[src/rtl/imm_gen_pipe_if.sv]
// Handshake/data bundle for imm_gen_pipe: fetch-side input, decode-side output,
// and the statistics counters.
interface imm_gen_pipe_if #(
  parameter int XLEN  = 32,
  parameter int CNT_W = 16
);
  logic             in_valid;
  logic             in_ready;
  logic [31:0]      instr;
  logic             out_valid;
  logic             out_ready;
  logic [31:0]      out_instr;
  logic [XLEN-1:0]  out_imm;
  logic [2:0]       out_fmt;
  logic             out_illegal;
  logic [CNT_W-1:0] acc_cnt;
  logic [CNT_W-1:0] ill_cnt;

  modport master (
    output in_valid, instr, out_ready,
    input  in_ready, out_valid, out_instr, out_imm, out_fmt, out_illegal,
           acc_cnt, ill_cnt
  );

  modport slave (
    input  in_valid, instr, out_ready,
    output in_ready, out_valid, out_instr, out_imm, out_fmt, out_illegal,
           acc_cnt, ill_cnt
  );
endinterface

[src/rtl/imm_gen_pipe.sv]
// RV32I immediate decoder followed by a STAGES-deep elastic valid/ready pipeline
// with flush, illegal-opcode flagging and accept/illegal counters.
module imm_gen_pipe #(
  parameter int XLEN   = 32,
  parameter int STAGES = 2,
  parameter int CNT_W  = 16
) (
  input logic         clk,
  input logic         rst,
  input logic         flush,
  imm_gen_pipe_if.slave bus
);
  localparam logic [6:0] OP_LOAD   = 7'b0000011;
  localparam logic [6:0] OP_IMM    = 7'b0010011;
  localparam logic [6:0] OP_JALR   = 7'b1100111;
  localparam logic [6:0] OP_SYSTEM = 7'b1110011;
  localparam logic [6:0] OP_IMM32  = 7'b0011011;
  localparam logic [6:0] OP_STORE  = 7'b0100011;
  localparam logic [6:0] OP_BRANCH = 7'b1100011;
  localparam logic [6:0] OP_LUI    = 7'b0110111;
  localparam logic [6:0] OP_AUIPC  = 7'b0010111;
  localparam logic [6:0] OP_JAL    = 7'b1101111;
  localparam logic [6:0] OP_OP     = 7'b0110011;
  localparam logic [6:0] OP_OP32   = 7'b0111011;

  localparam logic [2:0] FMT_R   = 3'd0;
  localparam logic [2:0] FMT_I   = 3'd1;
  localparam logic [2:0] FMT_S   = 3'd2;
  localparam logic [2:0] FMT_B   = 3'd3;
  localparam logic [2:0] FMT_U   = 3'd4;
  localparam logic [2:0] FMT_J   = 3'd5;
  localparam logic [2:0] FMT_ILL = 3'd7;

  logic [6:0]       w_op;
  logic [2:0]       w_fmt;
  logic             w_ill;
  logic [31:0]      w_imm32;
  logic [XLEN-1:0]  w_imm;
  logic             w_accept;
  logic             w_rdy_acc;
  logic [STAGES-1:0] w_rdy;

  logic [STAGES-1:0] w_up_v;
  logic [31:0]       w_up_instr [STAGES];
  logic [XLEN-1:0]   w_up_imm   [STAGES];
  logic [2:0]        w_up_fmt   [STAGES];
  logic              w_up_ill   [STAGES];

  logic [STAGES-1:0] r_v;
  logic [31:0]       r_instr [STAGES];
  logic [XLEN-1:0]   r_imm   [STAGES];
  logic [2:0]        r_fmt   [STAGES];
  logic              r_ill   [STAGES];
  logic [CNT_W-1:0]  r_acc_cnt;
  logic [CNT_W-1:0]  r_ill_cnt;

  assign w_op = bus.instr[6:0];

  always_comb begin
    w_fmt = FMT_ILL;
    unique case (w_op)
      OP_LOAD, OP_IMM, OP_JALR, OP_SYSTEM: w_fmt = FMT_I;
      OP_IMM32:                            w_fmt = (XLEN == 64) ? FMT_I : FMT_ILL;
      OP_STORE:                            w_fmt = FMT_S;
      OP_BRANCH:                           w_fmt = FMT_B;
      OP_LUI, OP_AUIPC:                    w_fmt = FMT_U;
      OP_JAL:                              w_fmt = FMT_J;
      OP_OP:                               w_fmt = FMT_R;
      OP_OP32:                             w_fmt = (XLEN == 64) ? FMT_R : FMT_ILL;
      default:                             w_fmt = FMT_ILL;
    endcase
  end

  assign w_ill = (w_fmt == FMT_ILL);

  always_comb begin
    w_imm32 = '0;
    case (w_fmt)
      FMT_I: w_imm32 = {{20{bus.instr[31]}}, bus.instr[31:20]};
      FMT_S: w_imm32 = {{20{bus.instr[31]}}, bus.instr[31:25], bus.instr[11:7]};
      FMT_B: w_imm32 = {{19{bus.instr[31]}}, bus.instr[31], bus.instr[7],
                        bus.instr[30:25], bus.instr[11:8], 1'b0};
      FMT_U: w_imm32 = {bus.instr[31:12], 12'b0};
      FMT_J: w_imm32 = {{11{bus.instr[31]}}, bus.instr[31], bus.instr[19:12],
                        bus.instr[20], bus.instr[30:21], 1'b0};
      default: w_imm32 = '0;
    endcase
  end

  // Every 32-bit immediate already carries instr[31] in its MSB, so one signed
  // widening covers all formats, U included, for XLEN=64.
  assign w_imm = XLEN'($signed(w_imm32));

  // rdy[k] = !v[k] || rdy[k+1], unrolled from the output end so no bit reads another.
  always_comb begin
    w_rdy     = '0;
    w_rdy_acc = bus.out_ready;
    for (int k = STAGES - 1; k >= 0; k--) begin
      w_rdy_acc = w_rdy_acc || !r_v[k];
      w_rdy[k]  = w_rdy_acc;
    end
  end

  assign w_accept = bus.in_valid && w_rdy[0];

  always_comb begin
    w_up_v        = '0;
    w_up_v[0]     = bus.in_valid;
    w_up_instr[0] = bus.instr;
    w_up_imm[0]   = w_imm;
    w_up_fmt[0]   = w_fmt;
    w_up_ill[0]   = w_ill;
    for (int k = 1; k < STAGES; k++) begin
      w_up_v[k]     = r_v[k-1];
      w_up_instr[k] = r_instr[k-1];
      w_up_imm[k]   = r_imm[k-1];
      w_up_fmt[k]   = r_fmt[k-1];
      w_up_ill[k]   = r_ill[k-1];
    end
  end

  always_ff @(posedge clk or posedge rst) begin
    if (rst) begin
      r_v       <= '0;
      r_acc_cnt <= '0;
      r_ill_cnt <= '0;
      for (int k = 0; k < STAGES; k++) begin
        r_instr[k] <= '0;
        r_imm[k]   <= '0;
        r_fmt[k]   <= '0;
        r_ill[k]   <= 1'b0;
      end
    end else begin
      if (w_accept && !flush) begin
        r_acc_cnt <= r_acc_cnt + CNT_W'(1);
        if (w_ill) r_ill_cnt <= r_ill_cnt + CNT_W'(1);
      end
      for (int k = 0; k < STAGES; k++) begin
        if (w_rdy[k]) begin
          r_v[k]     <= w_up_v[k];
          r_instr[k] <= w_up_instr[k];
          r_imm[k]   <= w_up_imm[k];
          r_fmt[k]   <= w_up_fmt[k];
          r_ill[k]   <= w_up_ill[k];
        end
      end
      // Only valid bits are cleared; stale data behind them is harmless.
      if (flush) r_v <= '0;
    end
  end

  assign bus.in_ready    = w_rdy[0];
  assign bus.out_valid   = r_v[STAGES-1];
  assign bus.out_instr   = r_instr[STAGES-1];
  assign bus.out_imm     = r_imm[STAGES-1];
  assign bus.out_fmt     = r_fmt[STAGES-1];
  assign bus.out_illegal = r_ill[STAGES-1];
  assign bus.acc_cnt     = r_acc_cnt;
  assign bus.ill_cnt     = r_ill_cnt;
endmodule

[src/flat_wrapper.sv]
// flat-port wrapper written by rule: the top's interface ports become plain ports
module imm_gen_pipe_flat 
#(
  parameter int XLEN   = 32,
  parameter int STAGES = 2,
  parameter int CNT_W  = 16
)
  (clk, rst, flush, bus_in_valid, bus_instr, bus_out_ready, bus_in_ready, bus_out_valid, bus_out_instr, bus_out_imm, bus_out_fmt, bus_out_illegal, bus_acc_cnt, bus_ill_cnt);
  imm_gen_pipe_if #(.XLEN(XLEN), .CNT_W(CNT_W)) bus_i ();
  input logic clk;
  input logic rst;
  input logic flush;
  input wire logic [$bits(bus_i.in_valid)-1:0] bus_in_valid;
  input wire logic [$bits(bus_i.instr)-1:0] bus_instr;
  input wire logic [$bits(bus_i.out_ready)-1:0] bus_out_ready;
  output wire logic [$bits(bus_i.in_ready)-1:0] bus_in_ready;
  output wire logic [$bits(bus_i.out_valid)-1:0] bus_out_valid;
  output wire logic [$bits(bus_i.out_instr)-1:0] bus_out_instr;
  output wire logic [$bits(bus_i.out_imm)-1:0] bus_out_imm;
  output wire logic [$bits(bus_i.out_fmt)-1:0] bus_out_fmt;
  output wire logic [$bits(bus_i.out_illegal)-1:0] bus_out_illegal;
  output wire logic [$bits(bus_i.acc_cnt)-1:0] bus_acc_cnt;
  output wire logic [$bits(bus_i.ill_cnt)-1:0] bus_ill_cnt;
  assign bus_i.in_valid = bus_in_valid;
  assign bus_i.instr = bus_instr;
  assign bus_i.out_ready = bus_out_ready;
  assign bus_in_ready = bus_i.in_ready;
  assign bus_out_valid = bus_i.out_valid;
  assign bus_out_instr = bus_i.out_instr;
  assign bus_out_imm = bus_i.out_imm;
  assign bus_out_fmt = bus_i.out_fmt;
  assign bus_out_illegal = bus_i.out_illegal;
  assign bus_acc_cnt = bus_i.acc_cnt;
  assign bus_ill_cnt = bus_i.ill_cnt;
  imm_gen_pipe #(.XLEN(XLEN), .STAGES(STAGES), .CNT_W(CNT_W)) u_core (.clk(clk), .rst(rst), .flush(flush), .bus(bus_i));
endmodule
[config.mk]
export PLATFORM = sky130hd
export DESIGN_NAME = imm_gen_pipe_flat
export DESIGN_NICKNAME = d
export VERILOG_FILES = /design/src/rtl/imm_gen_pipe_if.sv /design/src/rtl/imm_gen_pipe.sv /design/src/flat_wrapper.sv
export SDC_FILE = /design/constraint.sdc
export NUM_CORES = 1
export LEC_CHECK = 0
export ABC_AREA = 1
export CAP_MARGIN = 10
export CORE_AREA = 2 2 157 159
export CTS_BUF_LIST = sky130_fd_sc_hd__clkbuf_4
export CTS_CLUSTER_SIZE = 14
export DETAILED_ROUTE_END_ITERATION = 10
export DIE_AREA = 0 0 159 161
export DONT_BUFFER_PORTS = 1
export SYNTH_ARGS = -nofsm -noshare
export SYNTH_HDL_FRONTEND = slang
export SYNTH_SLANG_ARGS = --single-unit
[constraint.sdc]
create_clock -name clk -period 7.35 [get_ports clk]
set_input_delay 1.1025 -clock clk [delete_from_list [all_inputs] [get_ports clk]]
set_output_delay 1.1025 -clock clk [all_outputs]
set_load 0.1 [all_outputs]
==> out/metrics.cfg, run 1 <==
[status]
status = finished, final reports clean

[power_and_ir_drop]
power_mw = 2.19
switching_share_pct = 42.4
p_int_mw = 1.26
p_per_area_nw_per_um2 = 264
power_leakage_nw = 4.30
power_frac_clock_pct = 26.4
power_frac_seq_pct = 66.3
pwr-share-comb_pct = 7.3
p_switching_uw = 931
ir_drop_mv = 0.286

[critical_path]
cp.arrival_ps = 4540
worstPathMaxFanout = 98
criticalPathCategory = reg2reg
worstSetupStartpointType = flip-flop
reg2reg_slack_ps = 3310
critPathCaptureType = flip-flop
crit_required_ps = 7860

[routing]
first_iter_violations = 419
drc_errors = 0
wl_per_cell_um = 14.8
dr.pass1.iters = 5
ant_nets = 0
totalWireLength_um = 18900
viasPerCell = 4.56
route.vias.total = 5826

[clock_network]
cts.sinks = 170
cts_resized = 0
cts_tree = yes
cts-htree-levels = 4
cts-hold-fix-buffers = 0
clockRootBuffer = clkbuf_4
cts.path.max_buffers = 2
clk_latency_ps = 580
cts_setup_buffers = 0
clkSlewWorstSetupHoldPaths_ps = 160
numCtsBuffers = 17

[sta]
hold_viol = 0
max_freq_mhz = 248
finalSetupTns_ps = 0
relSlewSlack_pct = 28.9
fin_skew_ps = 19.9
hold_slack_ps = 482
period_share_pct = 54.9
setup_viol = 0
tightest_slew_ps = 1070
worst_slack_ps = 3310
drv_slew = 0
rsz0062_at_grt = false
fin_crit_ps = 4040

[floorplanning]
die_x_um = 159
core_um2 = 24000
dieArea_um2 = 25600
ios = 139
start_util_pct = 34.5
rows = 57
die_h_um = 161

[global_routing]
grt_pass1_vias = 5683
grt_pass1_wl_um = 30900
overflow = 0
grt_max_degree = 106
grt_use_total_pct = 15.3
antenna_found_initial = 1

[finish]
final_nets = 980
area_growth_pct = 0.423
drive_gt1_share_pct = 9.01
fillers = 2586
final_cells = 1279

[job]
maxCapViolations = 0

[hold_path]
hold_class = reg2reg

[placed_design]
io_buffers = 0
dp_slack_ps = 3270
hpwl_um = 13200
dp_cells = 1246
globalplace.congestion = 0.857

[logic_synthesis]
synthesis.area_um2 = 8280
syn_inst = 1024
ys_types = 35
syn_area_per_cell_um2 = 8.08
ys.warnings.count = 0
ys_seq_elements = 170
synth_seq_area_share_pct = 51.4
syn_nets = 1063

[path summary, 6_finish.rpt]
check,from,endpoint,depth (start not counted)
max reg2reg,u_core.r_v[1],u_core.bus.ill_cnt[2],9
min,u_core.r_instr[63],u_core.bus.out_instr[31],2
min reg2reg,u_core.r_instr[63],u_core.bus.out_instr[31],2
min in group asynchronous,rst,u_core.bus.ill_cnt[7],1
max in group asynchronous,rst,u_core.bus.ill_cnt[2],2
max,u_core.r_v[1],u_core.bus.ill_cnt[2],9
[cells in the mapped netlist]
library cell  number  area share [%]
o21ai_2            1            0.11
nor2_2             5            0.38
buf_4             69             6.3
nand4_4            1            0.26
nand3_1           40             2.4
nor2_4             4            0.54
o21ai_0           79             4.8
nand3_2            3            0.36
nand3_4            1            0.21
xnor2_1            7            0.74
xor2_1            13             1.4
clkinv_1           1           0.045
nor2_1            58             2.6
nand3b_1           1           0.091
o21ai_1            3            0.18
nand4_2            1            0.15
nand2_2           23             1.7
dfrtp_1          170              51
a31oi_1            1           0.076
nor3_1             6            0.36
a21oi_1            9            0.54
buf_2             12            0.73
buf_1              6            0.27
ha_1               2            0.30
nand4_1            7            0.53
nand2_1          400              18
nand2_4            3            0.41
buf_6              2            0.27
inv_2              6            0.27
inv_1             71             3.2
clkbuf_1          14            0.63
buf_8              2            0.36
inv_4              1           0.076
clkbuf_2           1           0.060
and3_1             1           0.076
[cell type report]
class / instances / area (µm²) / share of cell area, %
Antenna cell: 1 / 2.50 / 0.0301
Timing Repair Buffer: 4 / 30.0 / 0.361
Clock buffer: 18 / 135 / 1.63
Tap cell: 324 / 405 / 4.88
Multi-Input combinational cell: 669 / 3020 / 36.3
Sequential cell: 170 / 4250 / 51.2
Inverter: 79 / 304 / 3.66
Clock inverter: 14 / 160 / 1.93
[cells by family (layout without fill, tap and decap cells)]
kind of cell,count (synthesis),in the layout,share of synthesized area (%)
AOI/OAI and AO/OA,93,93,5.68
xor gates and xnor gates,20,20,2.12
adders and majority gates,2,2,0.302
buffers and inverters,185,115,12.2
DFF,170,170,51.4
other,0,1,0
and+or+nand+nor,554,554,28.3
[cell usage in the layout (no fill, tap or decap), types with 2 or more instances in the layout]
cell type  count
inv_8          3
nor3_1         6
nor2_4         4
nor2_2         5
inv_6          5
inv_2          6
nand2_2       23
ha_1           2
nand2_4        4
nand3_1       40
a21oi_1        9
nand3_2        3
inv_1         70
nor2_1        58
clkinv_2       2
o21ai_1        3
xnor2_1        7
o21ai_0       79
clkinv_1       2
clkbuf_4      18
nand2_1      399
xor2_1        13
dfrtp_1      170
buf_4          4
bufinv_16      2
clkinv_4       2
nand4_1        7
[sequential cells by signal (all words and copies together) (netlist names), 2 cells and up]
signal	cells
u_core.bus.out_imm	32
u_core.bus.out_instr	32
u_core.r_imm	32
u_core.r_instr	32
u_core.bus.acc_cnt	16
u_core.bus.ill_cnt	16
u_core.bus.out_fmt	3
u_core.r_fmt	3
u_core.r_v	2
[power by group through the flow]
stage               logic (mW)  registers (mW)  clock network, mW
finish                   0.161            1.45              0.579
global route             0.191            1.47              0.635
CTS                      0.165            1.45              0.600
detailed placement       0.165            1.47                  0
global placement         0.160            1.47                  0
floorplan                0.326            1.29                  0
[through the flow]
| step | cell area [µm²] | util [%] |
|---|---|---|
| floorplan | 8280 | - |
| global placement | 8010 | 33.4 |
| detailed placement | 8010 | 33.4 |
| CTS | 8310 | 34.7 |
| global route | 8310 | 34.7 |
| finish | 8310 | 34.7 |
[layer usage]
layer | track usage (%) | up-vias | routed length, µm
li1 | - | 2928 | -
met1 | 19.2 | 2733 | 8360
met2 | 24.2 | 153 | 8560
met3 | 6.91 | 12 | 1800
met4 | 4.17 | 0 | 206
met5 | 0 | - | 0
[critical path, cell delays in order (launching register included)]
cell and delay, ps:
dfrtp_1 960, inv_1 180, nor2_4 110, buf_4 690
nand2_4 400, nand2_1 530, inv_1 520, nand4_4 400
nand2_1 80, nand2_1 90
No activity file was read; power rests on OpenSTA's default activity.
==> inputs of run 2 (changes only) <==
==> constraint.sdc (replaced) <==
create_clock -name clk -period 3.5 [get_ports clk]
set_input_delay 0.525 -clock clk [delete_from_list [all_inputs] [get_ports clk]]
set_output_delay 0.525 -clock clk [all_outputs]
set_load 0.1 [all_outputs]
==> out/metrics.cfg, run 2 (synthesis gave the netlist of run 1 again) <==
[critical_path]
reg2reg_depth = 10
r2r_end = u_core.bus.ill_cnt[1]
cp.arrival_ps = 3020
critPathCaptureType = flip-flop
crit_required_ps = 3970
reg2reg_slack_ps = 950
max_stage_delay_ps = 390
crit_path_top_delay_cell = dfrtp_1
criticalPathCategory = reg2reg
worstPathMaxFanout = 23
crit_chain = buf_4 -> inv_1 -> nor2_4 -> nand2_4 -> nand2_1 -> inv_1 -> buf_4 -> nand4_4 -> nand2_1 -> nand2_1
cpMostUsedCell = nand2_1
worstSetupStartpointType = flip-flop
timing.rr.start = u_core.r_v[1]

[floorplanning]
ios = 139
dieArea_um2 = 25600
die_x_um = 159
die_h_um = 161
core_um2 = 24000
start_util_pct = 34.5
rows = 57

[power_and_ir_drop]
pwr-share-comb_pct = 19.9
power_mw = 4.78
p_int_mw = 2.76
p_per_area_nw_per_um2 = 550
p_switching_mw = 2.03
power_leakage_nw = 4.51
ir_drop_mv = 0.355
power_frac_seq_pct = 53.3
switching_share_pct = 42.4
power_frac_clock_pct = 26.8

[placed_design]
hpwl_um = 13500
globalplace.congestion = 0.804
io_buffers = 0
dp_cells = 1275

[finish]
final_cells = 1318
layout_commonest_cell = nand2_1
drive_gt1_share_pct = 11.7
final_nets = 1019
fin_util_pct = 36.3
area_growth_pct = 5.06
final_cell_mix = nand2_1 (399), dfrtp_1 (170), o21ai_0 (79)

[clock_network]
clk_latency_ps = 580
cts.path.max_buffers = 2
cts-hold-fix-buffers = 8
cts_setup_buffers = 0
cts_resized = 0
cts.sinks = 170
numCtsBuffers = 17
clockRootBuffer = clkbuf_4
cts-htree-levels = 4
cts_tree = yes
clkSlewWorstSetupHoldPaths_ps = 160

[routing]
ant_nets = 0
totalWireLength_um = 19200
dr.pass1.iters = 7
first_iter_violations = 387
wl_per_cell_um = 14.6
route.vias.total = 6013
drc_errors = 0
viasPerCell = 4.56

[job]
maxCapViolations = 0

[sta]
hold_slack_ps = 64.1
finalSetupTns_ps = 0
fin_crit_ps = 2550
period_share_pct = 72.9
hold_viol = 0
rsz0062_at_grt = false
tightest_slew_ps = 1040
relSlewSlack_pct = 30.9
setup_viol = 0
drv_slew = 0
max_freq_mhz = 392
fin_skew_ps = 25.5

[global_routing]
antenna_found_initial = 2
grt_util_met3_pct = 6.29
grt_use_total_pct = 15.6
grt_pass1_vias = 5756
overflow = 0
grt_pass1_wl_um = 31500
use_met1_pct = 19.5
use_met2_pct = 25.2
grt_max_degree = 97
busiest_layer = met2

[hold_path]
min_to = u_core.r_instr[52]
hold_class = in2reg
worstHoldPathCells = 2
min-delay-start = bus_instr[20]

[status]
status = finished, final reports clean

## run 2: cell count changes in the layout (fill, tap and decap cells not counted), sizes merged
cell         before  now
inv              85   81
dlygate4sd3       0   10
buf               4   33
clkbuf           18   17
clkinvlp          0    1
clkinv            6   10
## run 2: worst max path at each step
stage	from	endpoint	slack, ps	cells after the start
after floorplan	rst	u_core.bus.acc_cnt[0]	810	1
after global placement	u_core.r_v[1]	u_core.bus.ill_cnt[15]	990	10
after detailed placement	u_core.r_v[1]	u_core.bus.ill_cnt[7]	950	10
after CTS	u_core.r_v[1]	u_core.bus.ill_cnt[1]	930	10
after global routing	u_core.r_v[1]	u_core.bus.ill_cnt[3]	750	10
final	u_core.r_v[1]	u_core.bus.ill_cnt[1]	950	10
## run 2: stage by stage
stage	instance area (µm²)	setup slack, ps
2_1_floorplan	8280	806
3_3_place_gp	8260	993
3_5_place_dp	8260	953
4_1_cts	8670	931
5_1_grt	8700	753
6_report	8700	949
## run 2: worst max-delay path: cells and delay by family, from the launching register on
kind / cells / cell delay [ps]
buffers and inverters: 4 / 780
DFF: 1 / 390
and+or+nand+nor: 6 / 1280
## run 2: final cells by class
class                   instances  area (µm²)
multi-input cells             669        3020
fillers                      2558       15300
diodes                          1        2.50
inverters                      79         303
well taps                     324         405
clock inverters                15         210
repair buffers                 43         373
flip-flops and latches        170        4250
clock buffers                  17         128
## run 2: layer usage
layer / vias up / part of all wire, % / routed length [µm]
met5: - / 0 / 0
met4: 0 / 0.94 / 181
met3: 11 / 8.5 / 1640
met2: 139 / 47 / 9010
met1: 2853 / 44 / 8380
li1: 3010 / - / -
## run 2: power groups by stage
stage / registers (mW) / logic (mW) / clock network [mW]
CTS: 2.55 / 0.960 / 1.33
detailed placement: 2.59 / 0.950 / 0
global route: 2.57 / 1.03 / 1.42
finish: 2.55 / 0.952 / 1.28
floorplan: 2.71 / 0.685 / 0
global placement: 2.59 / 0.938 / 0
